File: config.mk
export PLATFORM = sky130hd
export DESIGN_NAME = mem_arbiter_flat
export DESIGN_NICKNAME = d
export VERILOG_FILES = /design/src/rtl/mem_arbiter_if.sv /design/src/rtl/mem_arbiter.sv /design/src/flat_wrapper.sv
export SDC_FILE = /design/constraint.sdc
export NUM_CORES = 1
export LEC_CHECK = 0
export CAP_MARGIN = 10
export CORE_ASPECT_RATIO = 0.8
export CORE_MARGIN = 8
export CORE_UTILIZATION = 28
export CTS_CLUSTER_SIZE = 14
export DETAILED_ROUTE_END_ITERATION = 10
export GPL_TIMING_DRIVEN = 1
export PLACE_DENSITY = 0.9
export SETUP_SLACK_MARGIN = 0.1
export SYNTH_ARGS = -nofsm -noshare
export SYNTH_HDL_FRONTEND = slang
export SYNTH_SLANG_ARGS = --single-unit
export TNS_END_PERCENT = 20
File: constraint.sdc
create_clock -name clock_in -period 8.8 [get_ports clock_in]
set_clock_uncertainty 0.1 [all_clocks]
set_input_delay 2.64 -clock clock_in [delete_from_list [all_inputs] [get_ports clock_in]]
set_output_delay 2.64 -clock clock_in [all_outputs]
set_load 0.02 [all_outputs]
File: src/rtl/mem_arbiter_if.sv
// mem_arbiter_if -- bus bundle for the two-requester memory arbiter.
//   Requester A (core) and B (loader): x_req/x_we/x_lock/x_add/x_wdata in,
//   x_gnt/x_rvalid/x_rdata out, plus the sticky a_err flag.
//   RAM side: ram_en/ram_we/ram_add/ram_wdata out of the arbiter, ram_rdata
//   back one cycle after ram_en.
//   slave  : arbiter view.
//   master : requesters + RAM (environment) view.
interface mem_arbiter_if;
  logic        a_req, a_we, a_lock;
  logic [15:0] a_add, a_wdata;
  logic        b_req, b_we, b_lock;
  logic [15:0] b_add, b_wdata;
  logic        a_gnt, b_gnt;
  logic        a_rvalid, b_rvalid;
  logic [15:0] a_rdata, b_rdata;
  logic        a_err;
  logic        ram_en, ram_we;
  logic [15:0] ram_add, ram_wdata, ram_rdata;

  modport slave (
    input  a_req, a_we, a_lock, a_add, a_wdata,
    input  b_req, b_we, b_lock, b_add, b_wdata,
    input  ram_rdata,
    output a_gnt, b_gnt, a_rvalid, b_rvalid, a_rdata, b_rdata, a_err,
    output ram_en, ram_we, ram_add, ram_wdata
  );

  modport master (
    output a_req, a_we, a_lock, a_add, a_wdata,
    output b_req, b_we, b_lock, b_add, b_wdata,
    output ram_rdata,
    input  a_gnt, b_gnt, a_rvalid, b_rvalid, a_rdata, b_rdata, a_err,
    input  ram_en, ram_we, ram_add, ram_wdata
  );
endinterface

File: src/rtl/mem_arbiter.sv
// mem_arbiter -- two-requester single-port RAM arbiter.
//   clock_in : sole clock, rising edge.
//   reset_in : asynchronous active-high reset.
//   bus      : mem_arbiter_if.slave (requests, grants, read returns, RAM port).
// Grants are combinational. Round-robin on contention, optional lock to keep
// priority, burst limit MAX_BURST on locked grants while the other side waits.
// Requester A writes at or above PROT_BASE are accepted but suppressed and
// flagged in the sticky a_err.
module mem_arbiter #(
  parameter int          MAX_BURST = 8,
  parameter logic [15:0] PROT_BASE = 16'hfe00
) (
  input logic         clock_in,
  input logic         reset_in,
  mem_arbiter_if.slave bus
);
  localparam int CW = $clog2(MAX_BURST + 1);

  typedef enum logic [1:0] {IDLE, LOCK_A, LOCK_B} state_t;

  state_t        state_q, state_d;
  logic          last_b_q, last_b_d;   // 1: B was granted last
  logic [CW-1:0] cnt_q, cnt_d;         // consecutive locked grants
  logic          rd_a_q, rd_a_d;       // read return owner tags
  logic          rd_b_q, rd_b_d;
  logic          a_err_q, a_err_d;
  logic          gnt_a, gnt_b, burst_full, a_prot;

  assign burst_full = (cnt_q >= CW'(MAX_BURST));
  assign a_prot     = bus.a_we && (bus.a_add >= PROT_BASE);

  // Arbitration + next state
  always_comb begin
    gnt_a    = 1'b0;
    gnt_b    = 1'b0;
    state_d  = IDLE;
    last_b_d = last_b_q;
    cnt_d    = '0;
    if (!reset_in) begin
      case (state_q)
        LOCK_A: begin
          if (bus.a_req) begin
            if (burst_full && bus.b_req) gnt_b = 1'b1;
            else                         gnt_a = 1'b1;
          end else begin
            gnt_b = bus.b_req;
          end
        end
        LOCK_B: begin
          if (bus.b_req) begin
            if (burst_full && bus.a_req) gnt_a = 1'b1;
            else                         gnt_b = 1'b1;
          end else begin
            gnt_a = bus.a_req;
          end
        end
        default: begin
          if (bus.a_req && bus.b_req) begin
            gnt_a = last_b_q;
            gnt_b = !last_b_q;
          end else begin
            gnt_a = bus.a_req;
            gnt_b = bus.b_req;
          end
        end
      endcase
    end

    // Counter saturates so an uncontested lock is never cut off, yet a
    // newly arriving requester is served at once after a long lock.
    if (gnt_a) begin
      last_b_d = 1'b0;
      if (bus.a_lock) begin
        state_d = LOCK_A;
        cnt_d   = (state_q != LOCK_A) ? CW'(1) :
                  burst_full ? cnt_q : cnt_q + CW'(1);
      end
    end else if (gnt_b) begin
      last_b_d = 1'b1;
      if (bus.b_lock) begin
        state_d = LOCK_B;
        cnt_d   = (state_q != LOCK_B) ? CW'(1) :
                  burst_full ? cnt_q : cnt_q + CW'(1);
      end
    end
  end

  // RAM port mux and read-tag / error next state
  always_comb begin
    bus.ram_en    = 1'b0;
    bus.ram_we    = 1'b0;
    bus.ram_add   = '0;
    bus.ram_wdata = '0;
    if (gnt_a) begin
      bus.ram_en    = 1'b1;
      bus.ram_we    = bus.a_we && !a_prot;
      bus.ram_add   = bus.a_add;
      bus.ram_wdata = bus.a_wdata;
    end else if (gnt_b) begin
      bus.ram_en    = 1'b1;
      bus.ram_we    = bus.b_we;
      bus.ram_add   = bus.b_add;
      bus.ram_wdata = bus.b_wdata;
    end
  end

  assign rd_a_d  = gnt_a && !bus.a_we;
  assign rd_b_d  = gnt_b && !bus.b_we;
  assign a_err_d = a_err_q || (gnt_a && a_prot);

  always_ff @(posedge clock_in or posedge reset_in) begin
    if (reset_in) begin
      state_q  <= IDLE;
      last_b_q <= 1'b1;
      cnt_q    <= '0;
      rd_a_q   <= 1'b0;
      rd_b_q   <= 1'b0;
      a_err_q  <= 1'b0;
    end else begin
      state_q  <= state_d;
      last_b_q <= last_b_d;
      cnt_q    <= cnt_d;
      rd_a_q   <= rd_a_d;
      rd_b_q   <= rd_b_d;
      a_err_q  <= a_err_d;
    end
  end

  // Tags clear asynchronously, so outstanding reads vanish on reset.
  assign bus.a_gnt    = gnt_a;
  assign bus.b_gnt    = gnt_b;
  assign bus.a_rvalid = rd_a_q;
  assign bus.b_rvalid = rd_b_q;
  assign bus.a_rdata  = rd_a_q ? bus.ram_rdata : '0;
  assign bus.b_rdata  = rd_b_q ? bus.ram_rdata : '0;
  assign bus.a_err    = a_err_q;
endmodule

File: src/flat_wrapper.sv
// flat-port wrapper written by rule: the top's interface ports become plain ports
module mem_arbiter_flat 
#(
  parameter int          MAX_BURST = 8,
  parameter logic [15:0] PROT_BASE = 16'hfe00
)
  (clock_in, reset_in, bus_a_req, bus_a_we, bus_a_lock, bus_a_add, bus_a_wdata, bus_b_req, bus_b_we, bus_b_lock, bus_b_add, bus_b_wdata, bus_ram_rdata, bus_a_gnt, bus_b_gnt, bus_a_rvalid, bus_b_rvalid, bus_a_rdata, bus_b_rdata, bus_a_err, bus_ram_en, bus_ram_we, bus_ram_add, bus_ram_wdata);
  mem_arbiter_if bus_i ();
  input logic clock_in;
  input logic reset_in;
  input wire logic [$bits(bus_i.a_req)-1:0] bus_a_req;
  input wire logic [$bits(bus_i.a_we)-1:0] bus_a_we;
  input wire logic [$bits(bus_i.a_lock)-1:0] bus_a_lock;
  input wire logic [$bits(bus_i.a_add)-1:0] bus_a_add;
  input wire logic [$bits(bus_i.a_wdata)-1:0] bus_a_wdata;
  input wire logic [$bits(bus_i.b_req)-1:0] bus_b_req;
  input wire logic [$bits(bus_i.b_we)-1:0] bus_b_we;
  input wire logic [$bits(bus_i.b_lock)-1:0] bus_b_lock;
  input wire logic [$bits(bus_i.b_add)-1:0] bus_b_add;
  input wire logic [$bits(bus_i.b_wdata)-1:0] bus_b_wdata;
  input wire logic [$bits(bus_i.ram_rdata)-1:0] bus_ram_rdata;
  output wire logic [$bits(bus_i.a_gnt)-1:0] bus_a_gnt;
  output wire logic [$bits(bus_i.b_gnt)-1:0] bus_b_gnt;
  output wire logic [$bits(bus_i.a_rvalid)-1:0] bus_a_rvalid;
  output wire logic [$bits(bus_i.b_rvalid)-1:0] bus_b_rvalid;
  output wire logic [$bits(bus_i.a_rdata)-1:0] bus_a_rdata;
  output wire logic [$bits(bus_i.b_rdata)-1:0] bus_b_rdata;
  output wire logic [$bits(bus_i.a_err)-1:0] bus_a_err;
  output wire logic [$bits(bus_i.ram_en)-1:0] bus_ram_en;
  output wire logic [$bits(bus_i.ram_we)-1:0] bus_ram_we;
  output wire logic [$bits(bus_i.ram_add)-1:0] bus_ram_add;
  output wire logic [$bits(bus_i.ram_wdata)-1:0] bus_ram_wdata;
  assign bus_i.a_req = bus_a_req;
  assign bus_i.a_we = bus_a_we;
  assign bus_i.a_lock = bus_a_lock;
  assign bus_i.a_add = bus_a_add;
  assign bus_i.a_wdata = bus_a_wdata;
  assign bus_i.b_req = bus_b_req;
  assign bus_i.b_we = bus_b_we;
  assign bus_i.b_lock = bus_b_lock;
  assign bus_i.b_add = bus_b_add;
  assign bus_i.b_wdata = bus_b_wdata;
  assign bus_i.ram_rdata = bus_ram_rdata;
  assign bus_a_gnt = bus_i.a_gnt;
  assign bus_b_gnt = bus_i.b_gnt;
  assign bus_a_rvalid = bus_i.a_rvalid;
  assign bus_b_rvalid = bus_i.b_rvalid;
  assign bus_a_rdata = bus_i.a_rdata;
  assign bus_b_rdata = bus_i.b_rdata;
  assign bus_a_err = bus_i.a_err;
  assign bus_ram_en = bus_i.ram_en;
  assign bus_ram_we = bus_i.ram_we;
  assign bus_ram_add = bus_i.ram_add;
  assign bus_ram_wdata = bus_i.ram_wdata;
  mem_arbiter #(.MAX_BURST(MAX_BURST), .PROT_BASE(PROT_BASE)) u_core (.clock_in(clock_in), .reset_in(reset_in), .bus(bus_i));
endmodule
==> impl_metrics.yaml <==
outcome:
  outcome: "completed"
place:
  dp_cells: 346
  hpwlAfterDp_um: 5315
  port_buffers: 158
  gp_congestion: 0.9215
finish:
  layout.nets: 386
  drive_gt1_frac: 0.04778
  final_cells: 350
  area_delta_synth_final_pct: 131.3
  antennaDiodeCount: 0
  fill_cells: 360
grt:
  grt-ovfl-total: 0
  grt_pass1_wl_um: 9232
  grt.total_usage: 0.1677
  grt_max_degree: 35
  grt_pass1_vias: 1826
  antenna_found_initial: 0
detailed_routing:
  wire_per_inst_um: 17.46
  ant_nets: 0
  drt-initial-drc-count: 127
  firstDrtPassIters: 4
  vias_per_cell: 4.780
  vias: 1673
  drt_wl_total_um: 6111
  drc: 0
timing:
  rsz0062_at_grt: "no"
  slew_viol_final: 0
  relSlewSlack: 0.5573
  fmax_ghz: 0.1257
  finalCritPeriodShare: 0.9038
  totalNegativeSetupSlack_ns: 0
  tightest_slew_ns: 0.6601
  fin_crit_ns: 7.953
  hold_viol: 0
  setup_viol: 0
synth:
  synthMuxAreaShare: 0.008105
  syn_area_per_cell_um2: 8.821
  synth_warnings: 0
  syn-num-nets: 232
  synth_top_family_by_area: "compound AO/OA/AOI/OAI gates"
  synth_compound_area_frac: 0.3283
  netlist_area_mm2: 0.001235
  ys.flop_type: "dfrtp_1"
  synth_simple_gate_area_frac: 0.3029
  synth_adder_area_share: 0.04053
  ys_async_sr_fraction: 1.000
  synth_edf_count: 0
  yosysSeqAreaShare: 0.2036
  synth_seq_cells: 10
  synth.distinct_cells: 41
  synthCells: 140
  synth_xor_area_frac: 0.01418
clocking:
  cts_max_level: 1
  cts_inserted_buffers: 3
  cts_hold_buf: 0
  postCtsSetupBuffers: 0
  cts.sinks: 10
  ctsResizeCount: 0
  clk_pin_slew_ns: 0.04
  clk_latency_ns: 0.24
  tritoncts: "built"
  cts_max_path_buffers: 2
  clockRootBuffer: "clkbuf_8"
setup_path:
  worst-setup-path-type: "in -> out"
  crit_path_end_kind: "output pin"
  crit_fanout: 34
  worst_setup_path_start_kind: "input port"
  arrival_ns: 5.21
  crit_required_ns: 6.06
die:
  coreArea_mm2: 0.004204
  io_pins: 159
  fp-row-count: 21
  die_width_um: 90.25
  initial_core_util: 0.2937
  die_y_um: 75.40
  die-area_mm2: 0.006805
min_path:
  hold_class: "reg -> reg"
pwr:
  irDropWorstVdd_mv: 0.05094
  p_leak_nw: 1.137
  p_per_area_mw_per_mm2: 95.78
run:
  maxCapViolations: 0
worst max-delay path, stage by stage:
cell	delay, ns
clkdlybuf4s50_1	0.54
nor3b_1	0.41
o211ai_2	0.21
and2_1	0.28
inv_4	0.30
a22o_1	0.22
clkdlybuf4s50_1	0.61
sequential cells by signal (all words and copies together), names as in the netlist:
signal,count
u_core.state_q,2
u_core.last_b_q,1
u_core.bus.b_rvalid,1
u_core.bus.a_err,1
u_core.cnt_q,4
u_core.bus.a_rvalid,1
cell type report:
class                      instances  area (µm²)  area share
multi-input combinational        112       857.1      0.3000
tap                               57       71.32     0.02497
sequential                        10       251.5     0.08804
clock buffer                       4       55.05     0.01927
timing repair buffer             159        1589      0.5563
inverter                           8       32.53     0.01139
through the flow:
| stage | util | area (µm²) | hold slack, ns | power (mW) | setup slack (ns) |
|---|---|---|---|---|---|
| finish | 0.6795 | 2856 | 0.3644 | 0.2736 | 0.8470 |
| global route | 0.6795 | 2856 | 0.3926 | 0.2880 | 0.6488 |
| CTS | 0.6795 | 2856 | 0.3681 | 0.2756 | 0.8715 |
| detailed placement | 0.6664 | 2801 | 0.3582 | 0.2187 | 0.8640 |
| global placement | 0.6664 | 2801 | 0.3679 | 0.2173 | 0.9530 |
| floorplan | - | 1235 | 0.4087 | 0.1302 | 2.059 |
final timing paths:
| kind | start | endpoint | slack [ns] | depth (start not counted) |
|---|---|---|---|---|
| min | u_core.bus.a_err | u_core.bus.a_err | 0.36 | 1 |
| max | bus_a_req | bus_ram_add[10] | 0.85 | 7 |
| min in group asynchronous | reset_in | u_core.bus.b_rvalid | 2.65 | 2 |
| max reg2reg | u_core.state_q[0] | u_core.bus.a_err | 6.51 | 7 |
| max in group asynchronous | reset_in | u_core.last_b_q | 5.64 | 2 |
| min reg2reg | u_core.bus.a_err | u_core.bus.a_err | 0.36 | 1 |
synthesized netlist by cell type, types with 2 or more instances:
| cell | count | area (µm²) |
|---|---|---|
| and2_1 | 35 | 219.0 |
| a22o_1 | 32 | 280.3 |
| dfrtp_1 | 9 | 225.2 |
| buf_6 | 7 | 78.83 |
| inv_1 | 7 | 26.28 |
| nor2_1 | 6 | 22.52 |
| ha_1 | 4 | 50.05 |
| nand2_1 | 3 | 11.26 |
| a31o_1 | 2 | 17.52 |
| clkbuf_1 | 2 | 7.510 |
| nand2b_1 | 2 | 12.51 |
| o2111ai_1 | 2 | 17.52 |
layout by cell type (no fill, tap or decap), drive strengths merged, types with 3 or more instances in the layout:
| cell | count |
|---|---|
| clkdlybuf4s50 | 158 |
| clkbuf | 4 |
| nor2 | 6 |
| dfrtp | 9 |
| a22o | 32 |
| ha | 4 |
| nand2 | 3 |
| and2 | 35 |
| inv | 8 |
report_power, final:
part           total (mW)  leakage [nW]  switching, mW  internal [mW]
Sequential         0.0539         0.134        0.00370         0.0502
Combinational       0.164         0.974         0.0713         0.0922
Clock              0.0561        0.0288         0.0169         0.0392
layer usage:
| metal | global-route usage | wire [µm] |
|---|---|---|
| met5 | 0 | 0 |
| met4 | 0.03493 | 68 |
| met3 | 0.06890 | 581 |
| met2 | 0.3103 | 3072 |
| met1 | 0.1791 | 2389 |
cell families (layout without fill, tap and decap cells):
group,count (synthesis),after routing
muxes,1,1
xor gates and xnor gates,2,2
DFF,10,10
and+or+nand+nor,58,58
AOI/OAI and AO/OA,47,47
buffers and inverters,18,171
adders and majority gates,4,4
Note: power is estimated with default switching activity, not from simulation.
